### src/rtl/mips16_pkg.sv
// Shared constants for the 16-bit single-cycle MIPS core:
// opcodes, function codes, PC select codes, field positions, fetch states.
package mips16_pkg;

    localparam logic [2:0] OPC_RTYPE = 3'b000;
    localparam logic [2:0] OPC_ADDI  = 3'b001;
    localparam logic [2:0] OPC_SW    = 3'b010;
    localparam logic [2:0] OPC_BEQ   = 3'b011;
    localparam logic [2:0] OPC_LW    = 3'b100;
    localparam logic [2:0] OPC_J     = 3'b101;
    localparam logic [2:0] OPC_SLTI  = 3'b110;
    localparam logic [2:0] OPC_JAL   = 3'b111;

    localparam logic [3:0] FN_ADD = 4'h0;
    localparam logic [3:0] FN_SUB = 4'h1;
    localparam logic [3:0] FN_AND = 4'h2;
    localparam logic [3:0] FN_OR  = 4'h3;
    localparam logic [3:0] FN_SLT = 4'h4;
    localparam logic [3:0] FN_JR  = 4'h8;

    localparam logic [1:0] PC_SEL_INC = 2'b00;
    localparam logic [1:0] PC_SEL_JR  = 2'b01;
    localparam logic [1:0] PC_SEL_BR  = 2'b10;
    localparam logic [1:0] PC_SEL_J   = 2'b11;

    localparam int OPC_LSB = 13;
    localparam int RS_LSB  = 10;
    localparam int RT_LSB  = 7;
    localparam int RD_LSB  = 4;
    localparam int FN_LSB  = 0;
    localparam int JT_W    = 13;

    typedef enum logic [1:0] {
        S_IDLE  = 2'd0,
        S_FETCH = 2'd1,
        S_EXEC  = 2'd2,
        S_HALT  = 2'd3
    } fetch_state_e;

endpackage

### src/rtl/fetch_sequencer_if.sv
// Instruction-memory request/acknowledge bus.
// master = fetch sequencer, slave = instruction memory.
interface fetch_sequencer_if #(
    parameter int PC_W = 16
);
    logic            imem_req;
    logic [PC_W-1:0] imem_addr;
    logic            imem_ack;
    logic [15:0]     imem_rdata;

    modport master (
        output imem_req,
        output imem_addr,
        input  imem_ack,
        input  imem_rdata
    );

    modport slave (
        input  imem_req,
        input  imem_addr,
        output imem_ack,
        output imem_rdata
    );
endinterface

### src/rtl/fetch_sequencer_next_pc_calc.sv
// Combinational next-PC selection: increment, jr, branch, jump.
// All arithmetic wraps at PC_W bits.
module next_pc_calc
    import mips16_pkg::*;
#(
    parameter int PC_W  = 16,
    parameter int IMM_W = 7
) (
    input  logic [PC_W-1:0]  pc,
    input  logic [IMM_W-1:0] imm,
    input  logic [JT_W-1:0]  jtarget,
    input  logic [PC_W-1:0]  rs_data,
    input  logic [1:0]       pc_sel,
    output logic [PC_W-1:0]  next_pc,
    output logic [PC_W-1:0]  link_pc
);
    logic [PC_W-1:0] inc;
    logic [PC_W-1:0] simm;

    assign inc     = pc + PC_W'(1);
    assign simm    = {{(PC_W-IMM_W){imm[IMM_W-1]}}, imm};
    assign link_pc = inc;

    always_comb begin
        next_pc = inc;
        unique case (pc_sel)
            PC_SEL_INC: next_pc = inc;
            PC_SEL_JR:  next_pc = rs_data;
            PC_SEL_BR:  next_pc = inc + simm;
            PC_SEL_J:   next_pc = {pc[PC_W-1:JT_W], jtarget};
        endcase
    end
endmodule

### src/rtl/fetch_sequencer.sv
// Fetch/PC sequencer: fetches over imem req/ack, holds IR,
// exposes decoded fields and advances PC from the control unit's select.
module fetch_sequencer
    import mips16_pkg::*;
#(
    parameter int              PC_W     = 16,
    parameter logic [PC_W-1:0] RESET_PC = '0,
    parameter int              IMM_W    = 7
) (
    input  logic               clk,
    input  logic               rst,
    fetch_sequencer_if.master  imem,
    input  logic               stall,
    input  logic [1:0]         PC_sel,
    input  logic               HLT_RST,
    input  logic [PC_W-1:0]    rs_data,
    output logic [2:0]         opcode,
    output logic [3:0]         function_extend,
    output logic [2:0]         rs,
    output logic [2:0]         rt,
    output logic [2:0]         rd,
    output logic [IMM_W-1:0]   imm,
    output logic [PC_W-1:0]    pc,
    output logic [PC_W-1:0]    link_pc,
    output logic               instr_valid,
    output logic               halted
);
    fetch_state_e    state_q, state_d;
    logic [PC_W-1:0] pc_q;
    logic [15:0]     ir_q;
    logic [PC_W-1:0] next_pc;
    logic            ld_pc;
    logic            ld_ir;

    // S_IDLE keeps imem_req low for one cycle after reset so a late ack is dropped
    always_ff @(posedge clk) begin
        if (rst) begin
            state_q <= S_IDLE;
            pc_q    <= RESET_PC;
            ir_q    <= '0;
        end else begin
            state_q <= state_d;
            if (ld_pc) pc_q <= next_pc;
            if (ld_ir) ir_q <= imem.imem_rdata;
        end
    end

    always_comb begin
        state_d       = state_q;
        ld_pc         = 1'b0;
        ld_ir         = 1'b0;
        imem.imem_req = 1'b0;
        instr_valid   = 1'b0;
        halted        = 1'b0;
        unique case (state_q)
            S_IDLE: state_d = S_FETCH;
            S_FETCH: begin
                imem.imem_req = 1'b1;
                if (imem.imem_ack) begin
                    ld_ir   = 1'b1;
                    state_d = S_EXEC;
                end
            end
            S_EXEC: begin
                instr_valid = 1'b1;
                if (!stall) begin
                    if (!HLT_RST) begin
                        state_d = S_HALT;
                    end else begin
                        ld_pc   = 1'b1;
                        state_d = S_FETCH;
                    end
                end
            end
            S_HALT: halted = 1'b1;
            default: state_d = S_IDLE;
        endcase
    end

    assign imem.imem_addr  = pc_q;
    assign pc              = pc_q;
    assign opcode          = ir_q[OPC_LSB +: 3];
    assign rs              = ir_q[RS_LSB +: 3];
    assign rt              = ir_q[RT_LSB +: 3];
    assign rd              = ir_q[RD_LSB +: 3];
    assign function_extend = ir_q[FN_LSB +: 4];
    assign imm             = ir_q[IMM_W-1:0];

    next_pc_calc #(
        .PC_W  (PC_W),
        .IMM_W (IMM_W)
    ) u_next_pc (
        .pc      (pc_q),
        .imm     (ir_q[IMM_W-1:0]),
        .jtarget (ir_q[JT_W-1:0]),
        .rs_data (rs_data),
        .pc_sel  (PC_sel),
        .next_pc (next_pc),
        .link_pc (link_pc)
    );
endmodule

### src/flat_wrapper.sv
// flat-port wrapper written by rule: the top's interface ports become plain ports
module fetch_sequencer_flat import mips16_pkg::*;
#(
    parameter int              PC_W     = 16,
    parameter logic [PC_W-1:0] RESET_PC = '0,
    parameter int              IMM_W    = 7
)
  (clk, rst, stall, PC_sel, HLT_RST, rs_data, opcode, function_extend, rs, rt, rd, imm, pc, link_pc, instr_valid, halted, imem_imem_req, imem_imem_addr, imem_imem_ack, imem_imem_rdata);
  fetch_sequencer_if #(.PC_W(PC_W)) imem_i ();
  input  logic clk;
  input  logic rst;
  input  logic stall;
  input  logic [1:0] PC_sel;
  input  logic HLT_RST;
  input  logic [PC_W-1:0] rs_data;
  output logic [2:0] opcode;
  output logic [3:0] function_extend;
  output logic [2:0] rs;
  output logic [2:0] rt;
  output logic [2:0] rd;
  output logic [IMM_W-1:0] imm;
  output logic [PC_W-1:0] pc;
  output logic [PC_W-1:0] link_pc;
  output logic instr_valid;
  output logic halted;
  output wire logic [$bits(imem_i.imem_req)-1:0] imem_imem_req;
  output wire logic [$bits(imem_i.imem_addr)-1:0] imem_imem_addr;
  input wire logic [$bits(imem_i.imem_ack)-1:0] imem_imem_ack;
  input wire logic [$bits(imem_i.imem_rdata)-1:0] imem_imem_rdata;
  assign imem_imem_req = imem_i.imem_req;
  assign imem_imem_addr = imem_i.imem_addr;
  assign imem_i.imem_ack = imem_imem_ack;
  assign imem_i.imem_rdata = imem_imem_rdata;
  fetch_sequencer #(.PC_W(PC_W), .RESET_PC(RESET_PC), .IMM_W(IMM_W)) u_core (.clk(clk), .rst(rst), .imem(imem_i), .stall(stall), .PC_sel(PC_sel), .HLT_RST(HLT_RST), .rs_data(rs_data), .opcode(opcode), .function_extend(function_extend), .rs(rs), .rt(rt), .rd(rd), .imm(imm), .pc(pc), .link_pc(link_pc), .instr_valid(instr_valid), .halted(halted));
endmodule
### config.mk
export PLATFORM = sky130hd
export DESIGN_NAME = fetch_sequencer_flat
export DESIGN_NICKNAME = d
export VERILOG_FILES = /design/src/rtl/mips16_pkg.sv /design/src/rtl/fetch_sequencer_if.sv /design/src/rtl/fetch_sequencer_next_pc_calc.sv /design/src/rtl/fetch_sequencer.sv /design/src/flat_wrapper.sv
export SDC_FILE = /design/constraint.sdc
export NUM_CORES = 1
export LEC_CHECK = 0
export BUFFER_PORTS_ARGS = -buffer_cell sky130_fd_sc_hd__buf_2
export CAP_MARGIN = 10
export CORE_AREA = 2 2 78 80
export DETAILED_ROUTE_END_ITERATION = 16
export DIE_AREA = 0 0 80 82
export GPL_TIMING_DRIVEN = 0
export PLACE_DENSITY = 0.85
export SLEW_MARGIN = 20
export SYNTH_ARGS = -nofsm -noshare
export SYNTH_HDL_FRONTEND = slang
export SYNTH_SLANG_ARGS = --single-unit
### constraint.sdc
create_clock -name clk -period 6.35 [get_ports clk]
set_clock_uncertainty 0.2 [all_clocks]
set_input_delay 0.3175 -clock clk [delete_from_list [all_inputs] [get_ports clk]]
set_output_delay 0.3175 -clock clk [all_outputs]
set_load 0.05 [all_outputs]
==> reports/metrics.csv, run 1 <==
stage;metric;value;unit
timing;worstMarginPinSlew;0.717;ns
power_and_ir_drop;cellPowerDensity;160;nW/um2
cts;cts_buffers;5;
cts;path_clk_slew;0.08;ns
worst_setup_path;r2r_slack;2.31;ns
run;drv.max_cap_violation_count;0;
logic_synthesis;synthSimpleGateAreaFrac;20.9;%
cts;htreeDepth;2;
timing;min_period_over_period;63.6;%
power_and_ir_drop;total_power;597;uW
cts;clock_insertion_delay_worst_skew;0.29;ns
floorplanning;core_area;5750;um2
power_and_ir_drop;ir_drop;130;uV
worst_setup_path;path_max_fanout;9;
floorplanning;start_util;52.1;%
floorplanning;rows;28;
logic_synthesis;synth_top_area_share;22.7;%
cts;root_buffer;clkbuf_8;
logic_synthesis;synth_fa_ha_area_share;10.3;%
global_route;grt_use_total;26.9;%
power_and_ir_drop;p_leak;1.87;nW
routing;vias;3243;
timing;finalSetupTns;0;ns
worst_setup_path;crit_path_end;u_core.imem.imem_addr[14];
logic_synthesis;synthMuxAreaShare;8.65;%
cts;cts_hold_buf;0;
worst_setup_path;required;6.31;ns
logic_synthesis;synth_compound_area_share;18.3;%
worst_setup_path;endpoint_kind;flop;
timing;setup_viol;0;
worst_setup_path;r2r_start;u_core.imem.imem_addr[0];
timing;rsz0062_at_grt;false;
routing;routed_wl;8880;um
logic_synthesis;synth.distinct_cells;54;
cts;clock_sinks;34;
run_status;status;completed;
floorplanning;io_pins;113;
worst_setup_path;rr_endpoint;u_core.imem.imem_addr[14];
layout;fill_cells;524;
logic_synthesis;synthTopCellsByArea;dfxtp_1, ha_1, nand2_1;
global_route;antenna_found_initial;0;
layout;final_common_cell;buf_2;
placed_design;portBuffers;110;
timing;holdWs;0.0559;ns
layout;area_growth;24.5;%
cts;ctsResizeCount;0;
layout;layout.cells.non_filler;572;
global_route;grt_max_degree;16;
worst_setup_path;start_kind;flop;
floorplanning;die-area;6560;um2
logic_synthesis;ys_ff_latch;34;
layout;drive_gt1_share;32.2;%
routing;via_per_inst;5.67;
logic_synthesis;yosys_warnings;0;
routing;drt-initial-drc-count;270;
floorplanning;die_w;80;um
logic_synthesis;synth_edf_count;0;
logic_synthesis;synth_top_family_by_area;simple AND/OR/NAND/NOR gates;
placed_design;dp_cells;564;
logic_synthesis;netlist.top_cell.by_area;dfxtp_1;
layout;nets;559;
floorplanning;fp.dieH;82;um
global_route;grt-ovfl-total;0;
placed_design;hpwl;6920;um
logic_synthesis;synth.cell_area;2990;um2
hold_path;hp-class;input pin to flop;
worst_setup_path;cp-startpoint;u_core.imem.imem_addr[0];
global_route;grt_pass1_wl;13800;um
placed_design;place_congestion;0.934;
routing;drtPass1Iterations;4;
logic_synthesis;synth_area_per_cell;7.90;um2
logic_synthesis;syn_nets;442;
cts;cts_max_path_buffers;2;
cts;cts_setup_buffers;0;
routing;ant_nets;0;
layout;fin_area;3730;um2
routing;wl_per_cell;15.5;um
timing;clock.fmax;0.248;GHz
timing;fin_ws;2.31;ns
placed_design;placed_area;3640;um2
logic_synthesis;synth_ff_type;dfxtp_1;
placed_design;place_ws;2.42;ns
routing;drc_errors;0;
logic_synthesis;ys_seq_area_share;22.7;%
worst_setup_path;cp.arrival;4.00;ns
global_route;grt_pass1_vias;2883;
logic_synthesis;syn_inst;379;
timing;slew_headroom;52.1;%
logic_synthesis;synth_xor_area_share;8.61;%
timing;maxSlewViolCount;0;
timing;period_minus_slack;4.04;ns
layout;diodes;0;
logic_synthesis;synthArstFlopShare;0;%
timing;hold_viol;0;
layout;final_cell_mix;buf_2, nand2_1, a21oi_1;
layout;finish.utilization;64.9;%
worst_setup_path;worstSetupPathType;flop to flop;
cts;cts_tree;built;
worst_setup_path;reg2reg_depth;12;
## area by class of cell
cell class	count	area (um2)	area share, %
clock inverter	3	21.3	0.571
tap	75	93.8	2.52
buffer	43	255	6.85
timing repair buffer	110	551	14.8
sequential	34	681	18.3
multi-input combinational	286	2000	53.6
clock buffer	5	68.8	1.85
inverter	16	60.1	1.61
## state kept, by name, summed over array words and instances, names as in the netlist
name	cells
u_core.imem.imem_addr	16
u_core.ir_q	16
u_core.state_q	2
## layer usage
layer	part of all wire (%)	vias to the layer above	track usage, %
met3	8.8	19	4.84
li1	-	1544	-
met5	0	-	0
met1	41	1489	35.0
met2	48	191	45.3
met4	2.0	0	8.31
## how the worst min path moves through the flow
stage | from | to | slack (ns) | depth (start not counted)
5_1_grt | imem_imem_rdata[14] | u_core.ir_q[14] | 0.07 | 3
2_1_floorplan | imem_imem_rdata[0] | u_core.ir_q[0] | 0.25 | 2
6_report | imem_imem_rdata[0] | u_core.ir_q[0] | 0.06 | 3
3_3_place_gp | u_core.ir_q[14] | u_core.ir_q[14] | 0.24 | 2
3_5_place_dp | u_core.ir_q[14] | u_core.ir_q[14] | 0.25 | 2
4_1_cts | imem_imem_rdata[14] | u_core.ir_q[14] | 0.06 | 3
## cell usage after synthesis, drive strengths merged, types with 8 or more instances
| cell | instances |
|---|---|
| inv | 16 |
| buf | 28 |
| nor2 | 23 |
| a21oi | 41 |
| mux2i | 9 |
| nor3 | 8 |
| dfxtp | 34 |
| ha | 23 |
| nand3 | 10 |
| nand2 | 63 |
| xor2 | 10 |
| xnor2 | 16 |
| o21ai | 11 |
| clkbuf | 15 |
## where the power goes
part           total, mW  internal, mW  switching, mW
sequential         0.239         0.224         0.0155
clock              0.165        0.0770         0.0883
combinational      0.193        0.0627          0.130
total              0.597         0.364          0.234
## critical path: stages, from the launching register on
cell and delay (ns):
dfxtp_1 0.48, ha_1 0.31, nand3_1 0.26, nor3_1 0.49, nand3_1 0.21, xnor2_1 0.28, ha_1 0.28, clkbuf_1 0.19
a211o_1 0.31, o32ai_1 0.37, xnor2_1 0.15, a221oi_1 0.31, nor3_1 0.07
## logic make-up after synthesis
| logic type | Yosys count |
|---|---|
| AOI/OAI and AO/OA | 88 |
| muxes | 17 |
| adders and majority gates | 24 |
| buffers and inverters | 59 |
| xor gates and xnor gates | 27 |
| and+or+nand+nor | 130 |
| DFF | 34 |
Note: power is estimated with default switching activity, not from simulation.
==> run 2: changes to the inputs <==
- CORE_AREA: 2 2 78 80 -> 2 2 81 83
- DIE_AREA: 0 0 80 82 -> 0 0 83 85
- PLACE_DENSITY: 0.85 -> 0.79
- clock period: 6.35 -> 4.1 ns (I/O delays scaled with it)
==> run 2 against run 1 <==
  * Critical path depth did not move
  * Non-clock buffer count rose by 16
  * Final cell count rose by 3.0%
  * Final area rose by 5.5%
  * Count of clock-buffer cells in the layout did not move
  * Worst setup slack got worse by 2.1 ns
  * Total power rose by 56%
  * Combinational power rose by 61%
  * Critical path type unchanged
  * Critical endpoint unchanged
  * Largest power group unchanged
  * Highest routed layer unchanged
==> reports/metrics.csv, run 2 (same netlist as run 1, synthesis figures left out) <==
stage;metric;value;unit;change
run_status;status;completed;;
global_route;antenna_found_initial;0;;unchanged
worst_setup_path;r2r_slack;0.25;ns;-2.06 ns
routing;vias;3297;;+1.7%
floorplanning;die_w;83;um;+3.8%
layout;drive_gt1_share;32.0;%;-0.16 points
timing;min_period_over_period;93.8;%;+30 points
hold_path;whs_path_depth;3;;unchanged
floorplanning;io_pins;113;;unchanged
cts;clock_insertion_delay_worst_skew;0.29;ns;about the same
worst_setup_path;crit_top_cell;ha_1;;
floorplanning;die-area;7060;um2;+7.5%
placed_design;placed_area;3670;um2;+1.0%
hold_path;worstHoldStart;rs_data[0];;
layout;nets;575;;+2.9%
global_route;grt_use_total;24.9;%;-2.0 points
floorplanning;fp.dieH;85;um;+3.7%
global_route;grt_pass1_vias;2992;;+3.8%
timing;hold_viol;0;;unchanged
routing;ant_nets;0;;unchanged
run;drv.max_cap_violation_count;0;;unchanged
placed_design;place_ws;-0.00863;ns;-2.43 ns
worst_setup_path;path_max_fanout;9;;unchanged
layout;final_cell_mix;buf_2, nand2_1, a21oi_1;;
floorplanning;start_util;48.2;%;-3.9 points
global_route;grt_max_degree;16;;unchanged
power_and_ir_drop;power_frac_comb;33.3;%;+1.1 points
routing;via_per_inst;5.60;;-1.3%
timing;fin_ws;0.253;ns;-2.06 ns
power_and_ir_drop;p_sw;362;uW;+55%
worst_setup_path;cp.arrival;3.80;ns;-0.20 ns
power_and_ir_drop;p_clk_share;26.9;%;-0.8 points
timing;maxSlewViolCount;0;;unchanged
placed_design;portBuffers;110;;unchanged
worst_setup_path;critPathMaxStageDelay;0.50;ns;about the same
global_route;grt_pass1_wl;14400;um;+4.5%
routing;routed_wl;9090;um;+2.3%
floorplanning;core_area;6200;um2;+8.0%
cts;htreeDepth;2;;unchanged
power_and_ir_drop;ir_drop;213;uV;+64%
worst_setup_path;rr_endpoint;u_core.imem.imem_addr[14];;
power_and_ir_drop;cellPowerDensity;237;nW/um2;+48%
timing;clock.fmax;0.260;GHz;+5.0%
placed_design;hpwl;6920;um;about the same
worst_setup_path;cp_slowest_cell;dfxtp_1;;
placed_design;place_congestion;0.937;;+0.35%
layout;fin_area;3930;um2;+5.5%
global_route;grt-ovfl-total;0;;unchanged
worst_setup_path;required;4.06;ns;-2.25 ns
layout;finish.utilization;63.4;%;-1.5 points
power_and_ir_drop;intPower;570;uW;+57%
timing;holdWs;0.0798;ns;+0.0239 ns
cts;path_clk_slew;0.08;ns;about the same
worst_setup_path;worstPathCellList;ha_1 -> nand3_2 -> nor3_4 -> nand3_1 -> xnor2_4 -> ha_1 -> clkbuf_1 -> a211o_1 -> o32ai_1 -> xnor2_1 -> a221oi_1 -> nor3_1;;
timing;slew_headroom;54.4;%;+2.3 points
worst_setup_path;cp-startpoint;u_core.imem.imem_addr[0];;
timing;period_minus_slack;3.85;ns;-0.191 ns
hold_path;hp-class;input pin to flop;;
worst_setup_path;r2r_start;u_core.imem.imem_addr[0];;
worst_setup_path;cpLargestDelayFamily;compound AO/OA/AOI/OAI gates;;
timing;worstMarginPinSlew;0.667;ns;-0.0509 ns
routing;drt-initial-drc-count;264;;-2.2%
timing;finalSetupTns;0;ns;unchanged
layout;final_common_cell;buf_2;;
worst_setup_path;endpoint_kind;flop;;
worst_setup_path;start_kind;flop;;
worst_setup_path;crit_buf_inv;1;;unchanged
cts;clock_sinks;34;;unchanged
layout;diodes;0;;unchanged
layout;area_growth;31.4;%;
routing;drtPass1Iterations;5;;+1
cts;root_buffer;clkbuf_8;;
routing;wl_per_cell;15.4;um;-0.61%
cts;cts_buffers;5;;unchanged
worst_setup_path;reg2reg_depth;12;;unchanged
power_and_ir_drop;p_leak;1.97;nW;+5.0%
power_and_ir_drop;netSwitchingFraction;38.8;%;-0.28 points
cts;cts_tree;built;;
floorplanning;rows;29;;+3.6%
cts;cts_max_path_buffers;2;;unchanged
routing;drc_errors;0;;unchanged
worst_setup_path;worstSetupPathType;flop to flop;;
worst_setup_path;crit_path_end;u_core.imem.imem_addr[14];;
timing;rsz0062_at_grt;false;;
power_and_ir_drop;seqPwrFrac;39.9;%;-0.2 points
worst_setup_path;cp.depth;12;;unchanged
timing;setup_viol;0;;unchanged
-- run 2: metrics by stage --
stage / cells / total power, mW
after global placement: 566 / 0.666
after floorplan: 379 / 0.594
after CTS: 589 / 0.928
after global routing: 589 / 0.976
after detailed placement: 566 / 0.672
final: 589 / 0.932
-- run 2: layout make-up --
cell class	instances	area [um2]
Buffer	43	255
Tap cell	77	96.3
Inverter	16	60.1
Clock inverter	2	15.0
Clock buffer	5	68.8
Sequential cell	34	681
Multi-Input combinational cell	286	2050
Timing Repair Buffer	126	711
Fill cell	560	2270
-- run 2: worst min-delay path by stage --
stage                                           to
after detailed placement           u_core.ir_q[13]
after global placement             u_core.ir_q[15]
after CTS                 u_core.imem.imem_addr[0]
after floorplan                     u_core.ir_q[0]
after global routing      u_core.imem.imem_addr[0]
final                     u_core.imem.imem_addr[0]
-- run 2: worst min-delay path, delay by kind of cell --
kind            cells  cell delay, ns
buf+inv             1            0.08
compound gates      2            0.25
-- run 2: routing by layer --
| layer | wire length [um] | vias to the layer above | share of wire, % | global-route usage [%] |
|---|---|---|---|---|
| met3 | 819 | 12 | 9.0 | 4.86 |
| met1 | 3750 | 1524 | 41 | 31.9 |
| met4 | 115 | 0 | 1.3 | 8.64 |
| li1 | - | 1583 | - | - |
| met5 | 0 | - | 0 | 0 |
| met2 | 4410 | 178 | 48 | 42.1 |
-- run 2: power groups by stage --
stage | Combinational (mW) | Sequential [mW] | Clock (mW)
5_1_grt | 0.331 | 0.375 | 0.270
2_1_floorplan | 0.175 | 0.419 | 0
6_report | 0.310 | 0.372 | 0.250
3_5_place_dp | 0.294 | 0.378 | 0
4_1_cts | 0.307 | 0.371 | 0.251
3_3_place_gp | 0.289 | 0.377 | 0
-- run 2: repair_timing --
item,in CTS,in global routing
hold buffers,16,0
gates resized for setup,1,2
setup endpoints to repair,1,1
setup buffers,0,0
hold endpoints to repair,16,0
gates cloned,0,0
==> run 3: changes to the inputs <==
--- a/config.mk
+++ b/config.mk
@@ -6,4 +6,5 @@
 export NUM_CORES = 1
 export LEC_CHECK = 0
+export ABC_AREA = 1
 export BUFFER_PORTS_ARGS = -buffer_cell sky130_fd_sc_hd__buf_2
 export CAP_MARGIN = 10
@@ -12,5 +13,5 @@
 export DIE_AREA = 0 0 83 85
 export GPL_TIMING_DRIVEN = 0
-export PLACE_DENSITY = 0.79
+export PLACE_DENSITY = 0.8
 export SLEW_MARGIN = 20
 export SYNTH_ARGS = -nofsm -noshare
==> constraint.sdc (replaced) <==
create_clock -name clk -period 4.1 [get_ports clk]
set_clock_uncertainty 0.2 [all_clocks]
set_input_delay 0.205 -clock clk [delete_from_list [all_inputs] [get_ports clk]]
set_output_delay 0.205 -clock clk [all_outputs]
set_load 0.02 [all_outputs]
==> run 3 against run 2 <==
  * Flip-flop and latch count unchanged
  * Total power is 65% higher
  * Non-clock buffer count down 8
  * Final area up 1.9%
  * Combinational power up 120%
  * First-iteration DRC count down 20%
  * Synthesized cell count is 29% higher
  * Routed wire length is 9.4% higher
  * Critical path depth grew 3
  * Synthesized area grew 2.6%
  * Via count is 12% higher
  * Final cell count up 19%
  * Critical path type unchanged
  * Largest cell class unchanged
  * Highest routed layer unchanged
==> reports/metrics.csv, run 3 <==
stage;metric;value;unit;change
run_status;status;completed;;
routing;routed.top_layer;met4;;
logic_synthesis;syn_nets;552;;+25%
global_route;grt_use_total;27.9;%;+2.9 points
layout;layout.cells.non_filler;700;;+19%
floorplanning;io_pins;113;;unchanged
layout;final_cell_mix;nand2_1, buf_2, inv_1;;
routing;via_per_inst;5.29;;-5.4%
worst_setup_path;reg2reg_depth;15;;+3
floorplanning;rows;29;;unchanged
timing;maxSlewViolCount;0;;unchanged
logic_synthesis;synth.distinct_cells;34;;-37%
global_route;grt_max_degree;16;;unchanged
cts;cts_tree;built;;
logic_synthesis;synth.most_common_cell;nand2_1;;
worst_setup_path;cp-startpoint;u_core.imem.imem_addr[0];;
worst_setup_path;r2r_start;u_core.imem.imem_addr[0];;
floorplanning;die_w;83;um;unchanged
layout;nets;685;;+19%
logic_synthesis;synthArstFlopShare;0;%;unchanged
timing;min_period_over_period;82.4;%;-11 points
cts;ctsResizeCount;0;;-1
worst_setup_path;path_max_fanout;6;;-3
worst_setup_path;critPathMaxStageDelay;0.43;ns;-0.07 ns
timing;slew_headroom;57.9;%;+3.5 points
layout;drive_gt1_share;26.5;%;-5.5 points
logic_synthesis;synth_ff_type;dfxtp_1;;
timing;period_minus_slack;3.38;ns;-0.468 ns
global_route;grt_pass1_wl;16200;um;+12%
global_route;grt-ovfl-total;0;;unchanged
floorplanning;start_util;49.5;%;+1.2 points
timing;worstMarginPinSlew;0.628;ns;-0.0381 ns
floorplanning;fp.dieH;85;um;unchanged
hold_path;hold_end;u_core.ir_q[1];;
logic_synthesis;synthTopCellsByArea;dfxtp_1, nand2_1, ha_1;;
worst_setup_path;cp.arrival;3.34;ns;-0.46 ns
logic_synthesis;synth_edf_count;0;;unchanged
cts;cts_setup_buffers;0;;unchanged
routing;vias;3705;;+12%
worst_setup_path;rr_endpoint;u_core.imem.imem_addr[7];;
routing;drc_errors;0;;unchanged
placed_design;place_congestion;0.958;;+2.2%
worst_setup_path;cp_slowest_cell;dfxtp_1;;
routing;wl_per_cell;14.2;um;-8.0%
layout;diodes;0;;unchanged
routing;drt-initial-drc-count;210;;-20%
logic_synthesis;netlist.top_cell.by_area;dfxtp_1;;
global_route;antenna_found_initial;0;;unchanged
cts;htreeDepth;2;;unchanged
cts;clock_sinks;34;;unchanged
worst_setup_path;worstSetupPathType;flop to flop;;
timing;finalSetupTns;0;ns;unchanged
timing;setup_viol;0;;unchanged
routing;routedLengthMet1;4230;um;+13%
logic_synthesis;ys_seq_area_share;22.2;%;-0.57 points
timing;fin_ws;0.721;ns;+0.468 ns
placed_design;hpwl;7640;um;+10%
placed_design;place_ws;0.873;ns;+0.881 ns
cts;cts_max_path_buffers;2;;unchanged
cts;clock_insertion_delay_worst_skew;0.30;ns;about the same
logic_synthesis;synth.cell_area;3070;um2;+2.6%
logic_synthesis;synth_common_cells;nand2_1, inv_1, nor2_1;;
floorplanning;core_area;6200;um2;unchanged
layout;area_growth;30.6;%;
worst_setup_path;worstPathCellList;ha_1 -> nand2_1 -> nor3_1 -> nor2_1 -> a21oi_1 -> ha_1 -> nand2_1 -> inv_1 -> a21oi_1 -> nand2_1 -> or2_2 -> nand3_1 -> nand4_1 -> nand2_1 -> a21oi_1;;
worst_setup_path;r2r_slack;0.72;ns;+0.47 ns
power_and_ir_drop;cellPowerDensity;383;nW/um2;+62%
worst_setup_path;endpoint_kind;flop;;
worst_setup_path;crit_top_cell;nand2_1;;
power_and_ir_drop;total_power;1.54;mW;+65%
logic_synthesis;synth_area_per_cell;6.28;um2;-21%
timing;hold_viol;0;;unchanged
power_and_ir_drop;ir_drop;364;uV;+71%
cts;root_buffer;clkbuf_8;;
global_route;grt_pass1_vias;3433;;+15%
logic_synthesis;yosys_warnings;0;;unchanged
hold_path;hp-class;input pin to flop;;
routing;wl_met2;4680;um;+6.2%
layout;fin_area;4010;um2;+1.9%
logic_synthesis;synth_top_area_share;22.2;%;-0.57 points
worst_setup_path;required;4.06;ns;about the same
hold_path;worstHoldStart;imem_imem_rdata[1];;
cts;path_clk_slew;0.08;ns;about the same
timing;rsz0062_at_grt;false;;
routing;wl_met3;733;um;-11%
routing;ant_nets;0;;unchanged
routing;routed_wl;9950;um;+9.4%
power_and_ir_drop;p_leak;2.25;nW;+14%
logic_synthesis;syn_inst;489;;+29%
timing;clock.fmax;0.296;GHz;+14%
hold_path;whs_path_depth;3;;unchanged
placed_design;dp_cells;678;;+20%
placed_design;portBuffers;112;;+1.8%
floorplanning;die-area;7060;um2;unchanged
run;drv.max_cap_violation_count;0;;unchanged
routing;drtPass1Iterations;5;;unchanged
worst_setup_path;start_kind;flop;;
logic_synthesis;ys_ff_latch;34;;unchanged
cts;cts_buffers;5;;unchanged
cts;cts_hold_buf;14;;-2
placed_design;placed_area;3730;um2;+1.4%
-- run 3: layer usage --
| layer | vias up | global-route usage [%] |
|---|---|---|
| met5 | - | 0 |
| met4 | 0 | 9.84 |
| met3 | 26 | 5.74 |
| met2 | 169 | 47.9 |
| met1 | 1673 | 34.6 |
| li1 | 1837 | - |
-- run 3: power by group --
part,switching (mW),total (mW),internal (mW),leakage (nW)
combinational,0.418,0.674,0.256,1.90
clock,0.136,0.396,0.260,0.0714
sequential,0.0793,0.467,0.388,0.277
-- run 3: critical path: cells and delay by family (launching register included) --
family	cells	cell delay, ns
buffers and inverters	1	0.05
AND/OR/NAND/NOR	9	1.50
flip-flops	1	0.43
adder cells (fa/ha/maj)	2	0.55
AO/OA/AOI/OAI	3	0.51
-- run 3: metrics by stage --
| step | hold WS, ns | utilization (%) |
|---|---|---|
| final | 0.0183 | 64.6 |
| after global routing | 0.0425 | 64.6 |
| after CTS | 0.00433 | 64.6 |
| after detailed placement | 0.264 | 60.1 |
| after global placement | 0.252 | 60.1 |
| after floorplan | 0.172 | - |
-- run 3: worst max path at each step --
stage	end	slack, ns	cells after the start
floorplan	u_core.imem.imem_addr[7]	0.98	15
global placement	u_core.imem.imem_addr[7]	0.87	15
global route	u_core.imem.imem_addr[13]	0.53	15
finish	u_core.imem.imem_addr[7]	0.72	15
CTS	u_core.imem.imem_addr[7]	0.85	15
detailed placement	u_core.imem.imem_addr[7]	0.87	15
-- run 3: logic make-up after synthesis --
family	Yosys count	share of synthesized area, %
xor+xnor	10	2.85
compound gates	94	17.3
flops	34	22.2
buf+inv	98	15.0
fa+ha+maj	24	10.0
simple gates	229	32.6
-- run 3: final cells by class --
cell class	instances	area (um2)
clock inverters	2	60.1
fillers	565	2200
well taps	77	96.3
clock buffers	6	82.6
multi-input cells	357	1930
inverters	63	236
plain buffers	35	225
repair buffers	126	701
flip-flops and latches	34	681
